[src/rtl/fetch_queue.sv]
// Instruction-fetch stage: owns the PC, reads imem, and queues {pc, instr} pairs for decode.
// Optional same-cycle head bypass of an empty queue is enabled by defining IFQ_BYPASS_EN.
module fetch_queue #(
  parameter int              XLEN     = 64,
  parameter int              DEPTH    = 4,
  parameter logic [XLEN-1:0] RESET_PC = '0
) (
  input  logic            clk,
  input  logic            reset_n,
  output logic [XLEN-1:0] imem_addr,
  input  logic [31:0]     imem_instr,
  input  logic            redirect_valid,
  input  logic [XLEN-1:0] redirect_pc,
  output logic            ifq_valid,
  output logic [XLEN-1:0] ifq_pc,
  output logic [31:0]     ifq_instr,
  input  logic            ifq_ready
);

  localparam int PTR_W = $clog2(DEPTH);
  localparam int CNT_W = $clog2(DEPTH + 1);

  logic [XLEN-1:0]  pc_q;
  logic [XLEN-1:0]  st_pc    [DEPTH];
  logic [31:0]      st_instr [DEPTH];
  logic [PTR_W-1:0] rd_ptr;
  logic [PTR_W-1:0] wr_ptr;
  logic [CNT_W-1:0] count;

  logic full;
  logic byp;
  logic pop;
  logic fetch;
  logic wr_en;
  logic rd_en;

  function automatic logic [PTR_W-1:0] ptr_inc(input logic [PTR_W-1:0] p);
    return (p == PTR_W'(DEPTH - 1)) ? '0 : p + 1'b1;
  endfunction

  assign imem_addr = {2'b00, pc_q[XLEN-1:2]};
  assign full      = (count == CNT_W'(DEPTH));

`ifdef IFQ_BYPASS_EN
  // Gated by reset_n so the head reads as empty while reset is held.
  assign byp = reset_n & (count == '0) & ~redirect_valid;
`else
  assign byp = 1'b0;
`endif

  assign ifq_valid = (count != '0) | byp;
  assign ifq_pc    = byp ? pc_q       : st_pc[rd_ptr];
  assign ifq_instr = byp ? imem_instr : st_instr[rd_ptr];

  // A full queue always has a valid head, so "full and popping" reduces to full & ready.
  assign pop   = ifq_valid & ifq_ready & ~redirect_valid;
  assign fetch = ~redirect_valid & (~full | ifq_ready);
  assign wr_en = fetch & ~(byp & ifq_ready);
  assign rd_en = pop & ~byp;

  always_ff @(posedge clk or negedge reset_n) begin
    if (!reset_n) begin
      pc_q   <= RESET_PC;
      rd_ptr <= '0;
      wr_ptr <= '0;
      count  <= '0;
      for (int i = 0; i < DEPTH; i++) begin
        st_pc[i]    <= '0;
        st_instr[i] <= '0;
      end
    end else if (redirect_valid) begin
      pc_q   <= {redirect_pc[XLEN-1:2], 2'b00};
      rd_ptr <= '0;
      wr_ptr <= '0;
      count  <= '0;
    end else begin
      if (wr_en) begin
        st_pc[wr_ptr]    <= pc_q;
        st_instr[wr_ptr] <= imem_instr;
        wr_ptr           <= ptr_inc(wr_ptr);
      end
      if (fetch) pc_q <= pc_q + XLEN'(4);
      if (rd_en) rd_ptr <= ptr_inc(rd_ptr);
      count <= count + CNT_W'(wr_en) - CNT_W'(rd_en);
    end
  end

endmodule

[config.mk]
export PLATFORM = sky130hd
export DESIGN_NAME = fetch_queue
export DESIGN_NICKNAME = d
export VERILOG_FILES = /design/src/rtl/fetch_queue.sv
export SDC_FILE = /design/constraint.sdc
export NUM_CORES = 1
export LEC_CHECK = 0
export CAP_MARGIN = 20
export CORE_MARGIN = 5
export CORE_UTILIZATION = 44
export DETAILED_ROUTE_END_ITERATION = 8
export PLACE_DENSITY = 0.66
export SLEW_MARGIN = 5
export SYNTH_ARGS = -nofsm -noshare
export SYNTH_HDL_FRONTEND = slang
export SYNTH_SLANG_ARGS = --single-unit
export TNS_END_PERCENT = 1
[constraint.sdc]
create_clock -name clk -period 3.5 [get_ports clk]
set_input_delay 0.7 -clock clk [delete_from_list [all_inputs] [get_ports clk]]
set_output_delay 0.7 -clock clk [all_outputs]
set_load 0.005 [all_outputs]
; ---- After elaboration in Yosys (flattened, before gate mapping)
; Index checks and enable logic that the tools add are counted.
[word_totals]
ff_bits = 455
output_inout_bits = 161
word_cells = 57
[classes]
n_addsub = 5
n_lt_le_gt_ge = 3
eq_ne = 3
n_mux = 21
n_bitwise = 8
n_reduce_logical = 5
[ops]
columns = cell, n
row1 = $mux W64, 5
row2 = $bwmux W256, 1
row3 = $bmux W64 S2, 1
row4 = $bwmux W128, 1
row5 = $demux W64 S2, 1
row6 = $mux W32, 3
row7 = $add A64 B3 Y64 const B, 1
row8 = $bmux W32 S2, 1
row9 = $demux W32 S2, 1
row10 = $mux W2, 6
row11 = $ge A3 B3 Y1 const B, 2
row12 = $not A2 Y3, 2
row13 = $add A2 B1 Y2 const B, 2
row14 = $eq A2 B2 Y1 const B, 2
row15 = $reduce_bool A2 Y1, 2
row16 = $add A3 B1 Y3, 1
row17 = $and A1 B1 Y1, 3
row18 = $eq A3 B3 Y1 const B, 1
row19 = $lt A3 B1 Y1 const B, 1
row20 = $mux W3, 1
row21 = $reduce_bool A3 Y1, 1
row22 = $sub A3 B1 Y3, 1
row23 = $not A1 Y1, 2
row24 = $reduce_and A2 Y1, 1
row25 = 2 further kinds, 2

; ---- Longest topological paths before layout
; Gate-level depths: netlist (run 1).
[depth]
word_depth = 7
ltp_mapped = 12
ltp_nobuf = 10

; ---- Worst setup path before layout (run 1)
; OpenSTA, ideal clock, no wires.
[synth_timing]
path_type = input to register
startpoint = in redirect_valid
endpoint = reg count[2]
setup_ps = 132
arrival_time_ps = 2662
setup_slack_ps = 706
path_stages = 12
path_buffers = 3
cell_sequence = clkbuf_1 > buf_1 > clkbuf_1 > nor2_1 > inv_1 > ha_1 > inv_1 > ha_1 > inv_1 > fa_1 > xnor2_1 > nor2_1
[synth_between]
elab_chain_cells = 5
elab_cells_between_ends = 6
cone_classes = add/sub (2) / mux (1) / bitwise (3)
[synth_rtl]
columns = element, line
row1 = from (decl), 12  ; input logic redirect_valid,
row2 = $not A1 Y1 (no source line), --
row3 = $and A1 B1 Y1, 57  ; assign fetch = ~redirect_valid & (~full | ifq_ready);
row4 = $add A3 B1 Y3, 84  ; count <= count + CNT_W'(wr_en) - CNT_W'(rd_en);
row5 = $sub A3 B1 Y3, 84
row6 = $mux W3 (*), 71  ; end else if (redirect_valid) begin
row7 = to (signal assigned), 84
row8 = to (decl), 28  ; logic [CNT_W-1:0] count;
; Mark *: on every way between the ends. The rest lies on a longest branch, timed or not.
; A chain may end at the register's enable or synchronous reset.

; ---- Final worst setup path (run 1)
[layout_timing]
startpoint = reg rd_ptr[0]
endpoint = out ifq_pc[15]
[layout_between]
elab_chain_cells = 4
[layout_rtl]
columns = element, line
row1 = from (decl), 26  ; logic [PTR_W-1:0] rd_ptr;
row2 = from (signal assigned), 83  ; if (rd_en) rd_ptr <= ptr_inc(rd_ptr);
row3 = $not A2 Y3 (not written as such), 52  ; assign ifq_pc = byp ? pc_q : st_pc[rd_ptr];
row4 = $bmux W64 S2, 52
row5 = $mux W64 (not written as such) (2 in series), 52
row6 = to (decl), 15  ; output logic [XLEN-1:0] ifq_pc,
; Every way passes these cells. The select of a mux whose other input is x is not followed.

==> results list, run 1 <==
- Time the worst path needs with I/O delays and setup: 3.265 ns
- Number of distinct library cell variants in the gate-level netlist after synthesis: 54
- Port bufs: 254
- Gates resized during post-CTS repair numbered 0.
- X dimension of the die: 225.8 um
- Total wire length: 52.38 mm
- The number of antenna violations at the first check in global routing was 2.
- Fraction of the cycle the final worst path needs: between 90% and 100%
- Wire length of the first global-routing pass: 82.86 mm
* Count of antenna-violating nets left after detailed routing: 0
- Cell area after technology mapping: approximately 20000 um^2
- Clock tree synthesis selected as its root buffer the cell sky130_fd_sc_hd__clkbuf_16.
- Sequential cells account for 41.0% of the total power.
- The tool flagged a number of max-cap violations equal to 0.
- Switching share of power: between 20% and 30%
* Number of vias per cell: 5.623
- Initial Utilization: 44.29%
* Core box area: ~46000 um^2
* Final hold violation count: 0
- Routed WL per cell: 22.60 um
* Final setup viols: 0
* IR drop worst, VDD: 0.5091 mV
* Outcome: finished clean
* Worst min path class: primary input to async pin
- Internal power comes to ~15 mW.
- Number of standard cells after synthesis: roughly 1500
- Before antenna repair, the detailed router went through 5 iterations.
* H-tree lvl count: 2
- Total chip power: ~21 mW
* Max-slew headroom: 45.86%
* Placer Congestion: roughly 0.75
* Number of register bits inferred by synthesis: approximately 450
- Endpoint kind of the worst setup timing path: primary output
- For the worst setup path, the data arrival time is 2.56 ns.
- A synthesized cell averages 14.10 um^2.
- Fillers: 3813
- Layout cell share with drive strength beyond 1: 35.63%
* Startpoint of the lowest-slack register-to-register path: pc_q[29]
- Highest net fanout along the worst path: 53
- Once layout is complete, the utilization of the core stands at a little under three fifths.
- Area of the die: 50980 um^2
* Commonest register cell after synthesis: sky130_fd_sc_hd__dfrtp_1
- TritonCTS built the clock tree.
* Maximum number of pins on one net before global-route repair: 96
- Final layout net count: 1782
* CTS buffer count: 50
- Count of pins over their slew limit: 0
* Static Leak: 10.14 nW
* Worst-margin pin slew: 0.8121 ns
- Clock-pin slew was measured on the worst setup and hold paths at about 0.06 ns.
- Number of buffers inserted for hold repair after clock tree synthesis: 0
- Async set-or-reset flop fraction in the synthesized netlist: 100.0%
- The clock drives 445 sinks.
- Overall routing resource usage: 20.68%
- Per report_power, the clock group accounts for 25.7% of the total.
- The final route contains 13030 vias.
- Seq/Total Area, Yosys: between 50% and 60%
- Number of enable flip-flop cells after synthesis: 0
- For the final routed database, the setup TNS stands at 0 ns.
- Launching element type of the critical path: flip-flop
* Setup Skew: 0.01569 ns
- Total congestion overflow after global routing: 0
- Buffers added to address setup during post-CTS repair amount to 0.
* Fmax achieved: 306.3 MHz
- The area growth from synthesis to layout is 24.36%.
- The analysis attributes to net switching a power of 5.773 mW.
- Number of standard-cell rows in the floorplan: 79
- Overall die height: between 200 and 250 um
- Required time worst endpoint: 2.80 ns
- The clock passes through at most 3 buffers.
* Via count of the first global-routing pass: roughly 14000
- Share of power burned in combinational logic: 33.4%
- After the first detailed-routing iteration, the DRC count stood at a little under 800.
- Detailed placer's ending HPWL: 33.90 mm
- Setup repair after global routing left no endpoint under its margin.
* Critical path origin: rd_ptr[0]
* DRC: 0
- Power spread over the standard cell area amounts to 831.7 nW/um^2.
* Number of warnings issued by yosys: 0
* Category of the most critical setup path: flip-flop to primary output
- 261 I/O pins were placed.
* Worst-skew pair later-pin latency: between 0.5 and 0.6 ns
-- layer usage --
metal  global-route usage (%)  wire length, um
met5                        0                0
met4                    5.759             1082
met3                    3.627             2491
met2                    33.59            25450
met1                    29.02            23360
-- metrics by stage --
stage | cell area (um^2) | hold slack, ns | cells | setup WS, ns
after detailed placement | 23750 | 0.4898 | 2227 | 0.1458
after floorplan | 20500 | 0.4044 | 1456 | 0.7064
final | 25480 | 0.1798 | 2318 | 0.2351
after global placement | 23750 | 0.4834 | 2227 | 0.1921
after CTS | 25470 | 0.1828 | 2315 | 0.1434
after global routing | 25480 | 0.2174 | 2318 | 0.1060
-- cells by family (layout without fill, tap and decap cells) --
family                   Yosys count  in the layout  share of synthesized area (%)
other                              1              6                        0.01830
adder cells (fa/ha/maj)            9              9                         0.5863
flip-flops                       445            445                          54.35
AO/OA/AOI/OAI                     98             98                          2.974
XOR/XNOR                          30             30                          1.283
AND/OR/NAND/NOR                  253            253                          6.547
multiplexers                     472            472                          31.10
buffers and inverters            145            398                          3.133
-- cell usage in the layout, fill, tap and decap left out, drive strengths merged, types with 7 or more instances in the layout --
cell type,Yosys,final
a31oi,26,26
clkdlybuf4s50,0,252
or4,9,9
dfrtp,445,445
nor3,11,11
nand4,29,29
mux4,94,94
nor4,16,16
inv,18,21
mux2,377,377
and3,19,19
xnor2,16,16
nor2,46,46
o21ai,38,38
clkbuf,59,72
a21oi,7,7
xor2,14,14
buf,68,40
nand2,60,60
nand3,27,27
and4,7,7
or3,13,13
ha,8,8
clkinv,0,7
-- layout make-up --
type                    instances  area [um^2]  area share [%]
clock inverters                16        252.7          0.9920
multi-input cells             866         8747           34.33
well taps                     607        759.5           2.981
flip-flops and latches        445        11140           43.74
clock buffers                  72         1464           5.746
repair buffers                292         3038           11.92
diodes                          2        5.005         0.01964
inverters                      18        67.56          0.2652
-- state kept, by name, summed over array words and instances (netlist names) --
| name | count |
|---|---|
| count | 3 |
| pc_q | 62 |
| rd_ptr | 2 |
| st_instr | 128 |
| st_pc | 248 |
| wr_ptr | 2 |
-- worst paths after layout --
check | end | cells after the start | slack [ns]
min reg2reg | st_pc[114] | 1 | 0.50
min in group clk | st_pc[114] | 1 | 0.50
min | st_instr[19] | 1 | 0.18
max in group asynchronous | st_pc[230] | 2 | 2.43
max | ifq_pc[15] | 3 | 0.24
max reg2reg | pc_q[57] | 5 | 0.63
-- cell usage after synthesis, types with 2 or more instances --
| cell | n | area share (%) |
|---|---|---|
| sky130_fd_sc_hd__and2_1 | 2 | 0.061 |
| sky130_fd_sc_hd__o21ai_0 | 38 | 0.93 |
| sky130_fd_sc_hd__nand3_1 | 27 | 0.66 |
| sky130_fd_sc_hd__nor2b_1 | 2 | 0.061 |
| sky130_fd_sc_hd__o211ai_1 | 2 | 0.073 |
| sky130_fd_sc_hd__o31ai_1 | 6 | 0.22 |
| sky130_fd_sc_hd__a31o_2 | 6 | 0.26 |
| sky130_fd_sc_hd__a21o_1 | 2 | 0.073 |
| sky130_fd_sc_hd__buf_6 | 3 | 0.16 |
| sky130_fd_sc_hd__or4_1 | 8 | 0.29 |
| sky130_fd_sc_hd__buf_2 | 38 | 0.93 |
| sky130_fd_sc_hd__clkbuf_2 | 4 | 0.098 |
| sky130_fd_sc_hd__nor4b_1 | 2 | 0.086 |
| sky130_fd_sc_hd__clkbuf_1 | 55 | 1.0 |
| sky130_fd_sc_hd__a211o_1 | 2 | 0.086 |
| sky130_fd_sc_hd__and4_1 | 7 | 0.30 |
| sky130_fd_sc_hd__o31a_1 | 2 | 0.086 |
| sky130_fd_sc_hd__mux2_2 | 377 | 21 |
| sky130_fd_sc_hd__and3_1 | 19 | 0.58 |
| sky130_fd_sc_hd__ha_1 | 8 | 0.49 |
| sky130_fd_sc_hd__buf_1 | 21 | 0.38 |
| sky130_fd_sc_hd__nand2b_1 | 3 | 0.092 |
| sky130_fd_sc_hd__nor4_1 | 15 | 0.46 |
| sky130_fd_sc_hd__a21oi_1 | 7 | 0.17 |
| sky130_fd_sc_hd__o41ai_1 | 3 | 0.13 |
| sky130_fd_sc_hd__xnor2_1 | 16 | 0.68 |
| sky130_fd_sc_hd__inv_1 | 18 | 0.33 |
| sky130_fd_sc_hd__or3_1 | 13 | 0.40 |
| sky130_fd_sc_hd__buf_4 | 6 | 0.22 |
| sky130_fd_sc_hd__nand4_1 | 28 | 0.86 |
| sky130_fd_sc_hd__dfrtp_1 | 445 | 54 |
| sky130_fd_sc_hd__nor2_1 | 46 | 0.84 |
| sky130_fd_sc_hd__mux4_2 | 94 | 10 |
| sky130_fd_sc_hd__nand2_1 | 60 | 1.1 |
| sky130_fd_sc_hd__xor2_1 | 14 | 0.60 |
| sky130_fd_sc_hd__a31oi_1 | 26 | 0.79 |
| sky130_fd_sc_hd__nor3_1 | 11 | 0.27 |
-- power groups by stage --
| stage | combinational, mW | sequential, mW | clock, mW |
|---|---|---|---|
| detailed placement | 7.19 | 8.75 | 0 |
| finish | 7.07 | 8.68 | 5.44 |
| global placement | 7.04 | 8.56 | 0 |
| floorplan | 4.38 | 8.23 | 0 |
| global route | 7.63 | 8.96 | 5.77 |
| CTS | 7.22 | 8.67 | 5.58 |
-- critical path, cell delays in order (launching register included) --
cell	delay (ns)
sky130_fd_sc_hd__dfrtp_4	0.44
sky130_fd_sc_hd__buf_12	0.40
sky130_fd_sc_hd__mux4_2	0.58
sky130_fd_sc_hd__clkdlybuf4s50_1	0.53
Power figures use the tool's default switching activity.
==> inputs of run 2 (changes only) <==
--- a/config.mk
+++ b/config.mk
@@ -8,6 +8,7 @@
 export CAP_MARGIN = 20
 export CORE_MARGIN = 5
 export CORE_UTILIZATION = 44
+export CTS_CLUSTER_SIZE = 14
 export DETAILED_ROUTE_END_ITERATION = 8
 export PLACE_DENSITY = 0.66
 export SLEW_MARGIN = 5
==> results of run 2 <==
No change in the layout: final DEF, timing and power equal those of run 1.
==> inputs of run 3 (changes only) <==
--- a/config.mk
+++ b/config.mk
@@ -5,9 +5,10 @@
 export SDC_FILE = /design/constraint.sdc
 export NUM_CORES = 1
 export LEC_CHECK = 0
-export CAP_MARGIN = 20
+export CAP_MARGIN = 15
 export CORE_MARGIN = 5
 export CORE_UTILIZATION = 44
+export CTS_BUF_LIST = sky130_fd_sc_hd__clkbuf_2 sky130_fd_sc_hd__clkbuf_4 sky130_fd_sc_hd__clkbuf_8
 export CTS_CLUSTER_SIZE = 14
 export DETAILED_ROUTE_END_ITERATION = 8
 export PLACE_DENSITY = 0.66
==> results list, run 3 (synthesis gave the netlist of run 1 again) <==
- Summed over all failing endpoints, the final setup total negative slack is 0 ns.
- CP max-delay cell: sky130_fd_sc_hd__mux4_2
- Number of gates resized after CTS: 0
- Placer Congestion: around 0.75
* Total vias in the final route: 13260
- Layout cell share with drive strength beyond 1: a little under two fifths
- The analysis attributes to cell leakage a power of roughly 10 nW.
* Initial Utilization: 44.29%
* DRC: 0
* Pre-Repair DR Iteration Count: 5
* Number of vias per cell: 5.592
- Final setup viols: 0
- Total congestion overflow after global routing: 0
- The die covers a little over 50000 um^2.
* Setup repair after global routing missed its margin: no
- Port bufs: 254
- Overall routing resource usage: 21.03%
- Detailed placer's ending HPWL: 33.90 mm
* Largest registers: st_pc: 248 flops, st_instr: 128 flops, pc_q: 62 flops
- In this run the post-CTS setup repair buffer count came out at 0.
- The number of antenna violations at the first check in global routing came to 2.
- Placed cell areas: 23750 um^2
- Count of pins over their slew limit: 0
* IR drop worst, VDD: 0.4477 mV
- The critical path starts at rd_ptr[0].
- After clock tree synthesis, the clock-pin slew on the worst setup and hold paths is 0.06 ns.
- TritonCTS built the clock tree.
- In this run, the number of DRC markers left after iteration 0 of detailed routing was 784.
- Reg-to-Reg End: pc_q[57]
* Most common cell after layout, fill and taps aside: sky130_fd_sc_hd__dfrtp_1
* Clock root buffer: sky130_fd_sc_hd__clkbuf_8
- Total power for the finished layout comes to 20.75 mW.
- Worst min path class: primary input to async pin
- Entering global routing, the biggest net connects 96 pins.
- Boundary pin count: 261
- The via count of the first global-routing pass is 14220.
- Internal power: ~15 mW
* H-tree lvl count: 3
- Buffers inserted during clock tree synthesis total approximately 80.
- Net load switching power: around 5.8 mW
- In this design, the largest share of critical-path delay is due to buffers and inverters.
* Number of logic stages on the critical path including buffering: 3
- Switching share of power: 27.92%
* Routed WL per cell: 22.36 um
- Count of clock tree sinks: ~450
- Total wire length: 53.02 mm
- STA puts the critical path data arrival time at approximately 2.6 ns.
- Fillers: 3850
* Wire length of the first global-routing pass: approximately 84 mm
- The later pin in the worst-skew pair is clocked with a latency of 0.65 ns.
- The critical path contains buffers and inverters numbering 2 combined.
* Time the worst path needs with I/O delays and setup: 3.337 ns
- The clock passes through at most 3 buffers.
* Largest Register: st_pc
- Count of antenna-violating nets left after detailed routing: 0
- With fillers left out, the area of the finished cells amounts to 25430 um^2.
- Max-slew headroom: 45.75%
- Fraction of the cycle the final worst path needs: 95.35%
- Area of the multi-input gates: 8747 um^2
* Number of buffers inserted for hold repair after clock tree synthesis: 0
- Combinational logic burns roughly a third of the power.
- Category of the most critical setup path: flip-flop to primary output
* Overall die height: roughly 230 um
- The floorplan has 79 rows.
* Crit path largest cell delay: 0.63 ns
* Most frequent cells in the layout: sky130_fd_sc_hd__dfrtp_1, sky130_fd_sc_hd__mux2_2, sky130_fd_sc_hd__clkdlybuf4s50_1
- Combined flip-flop and latch cell area: approximately 11000 um^2
- STA classifies the critical path endpoint as a primary output.
- X dimension of the die: 225.8 um
- Power density of the placed cells: 816.2 nW/um^2
- Flip-flop count of the largest register, all copies and words added: 248
- At the worst endpoint, the required time is 2.80 ns.
- The worst register-to-register path has a depth of 5.
* Setup Skew: 0.03598 ns
- Traced cell by cell, the critical path runs through buf_12, mux4_2, clkdlybuf4s50_1.
* Fmax achieved: 299.7 MHz
* Highest net fanout along the worst path: 53
- For the pin with the worst max-slew slack, the measured transition is between 0.8 and 0.9 ns.
* Final layout net count: between 1500 and 2000
- Outcome: finished clean
- The tool flagged a number of max-cap violations equal to 0.
- Registers are responsible for 41.8% of the overall power.
* Core box area: ~46000 um^2
- The area growth from synthesis to layout is 24.11%.
- Per report_power, the clock group accounts for 24.1% of the total.
* Startpoint of the lowest-slack register-to-register path: pc_q[29]
* Launching element type of the critical path: flip-flop
- Critical Path Sink: ifq_pc[16]
- Worst reg-to-reg setup slack: 0.61 ns
- Final hold violation count: 0
-- run 3: changes by cell type in the layout (fill, tap and decap cells not counted), sizes merged --
cell and change:
bufinv -6, inv -3, clkinvlp +4, clkbuf +58
-- run 3: layout make-up --
cell class,count,area share (%)
diodes,2,0.01968
clock buffers,130,6.299
clock inverters,11,0.2559
well taps,607,2.987
multi-input cells,866,34.40
inverters,18,0.2657
repair buffers,292,11.95
flip-flops and latches,445,43.82
-- run 3: worst min-delay path by stage --
stage / start / cells after the start / endpoint / slack [ns]
finish: reset_n / 1 / st_instr[19] / 0.12
global route: reset_n / 1 / st_instr[80] / 0.13
CTS: reset_n / 1 / st_instr[83] / 0.11
detailed placement: st_pc[93] / 1 / st_pc[93] / 0.49
global placement: st_pc[93] / 1 / st_pc[93] / 0.48
floorplan: reset_n / 0 / count[0] / 0.40
-- run 3: per-layer routing --
| metal | up-vias | share of wire (%) | global-route usage [%] |
|---|---|---|---|
| li1 | 5876 | - | - |
| met1 | 6937 | 44 | 28.88 |
| met2 | 357 | 48 | 33.74 |
| met3 | 88 | 5.6 | 5.005 |
| met4 | 0 | 2.4 | 6.111 |
| met5 | - | 0 | 0 |
-- run 3: metrics by stage --
stage                     hold slack [ns]  std cells  worst slack [ns]  utilization (%)
after global placement             0.4834       2227            0.1921            51.34
after global routing               0.1313       2371          0.009549            54.97
after detailed placement           0.4898       2227            0.1458            51.34
after CTS                          0.1071       2368           0.05642            54.94
after floorplan                    0.4044       1456            0.7064                -
final                              0.1226       2371            0.1629            54.97
-- run 3: power groups by stage --
| stage | Combinational (mW) | Clock, mW | Sequential, mW |
|---|---|---|---|
| after floorplan | 4.38 | 0 | 8.23 |
| after CTS | 7.22 | 5.16 | 8.68 |
| final | 7.07 | 5.00 | 8.68 |
| after global routing | 7.63 | 5.39 | 8.96 |
| after global placement | 7.04 | 0 | 8.56 |
| after detailed placement | 7.19 | 0 | 8.75 |
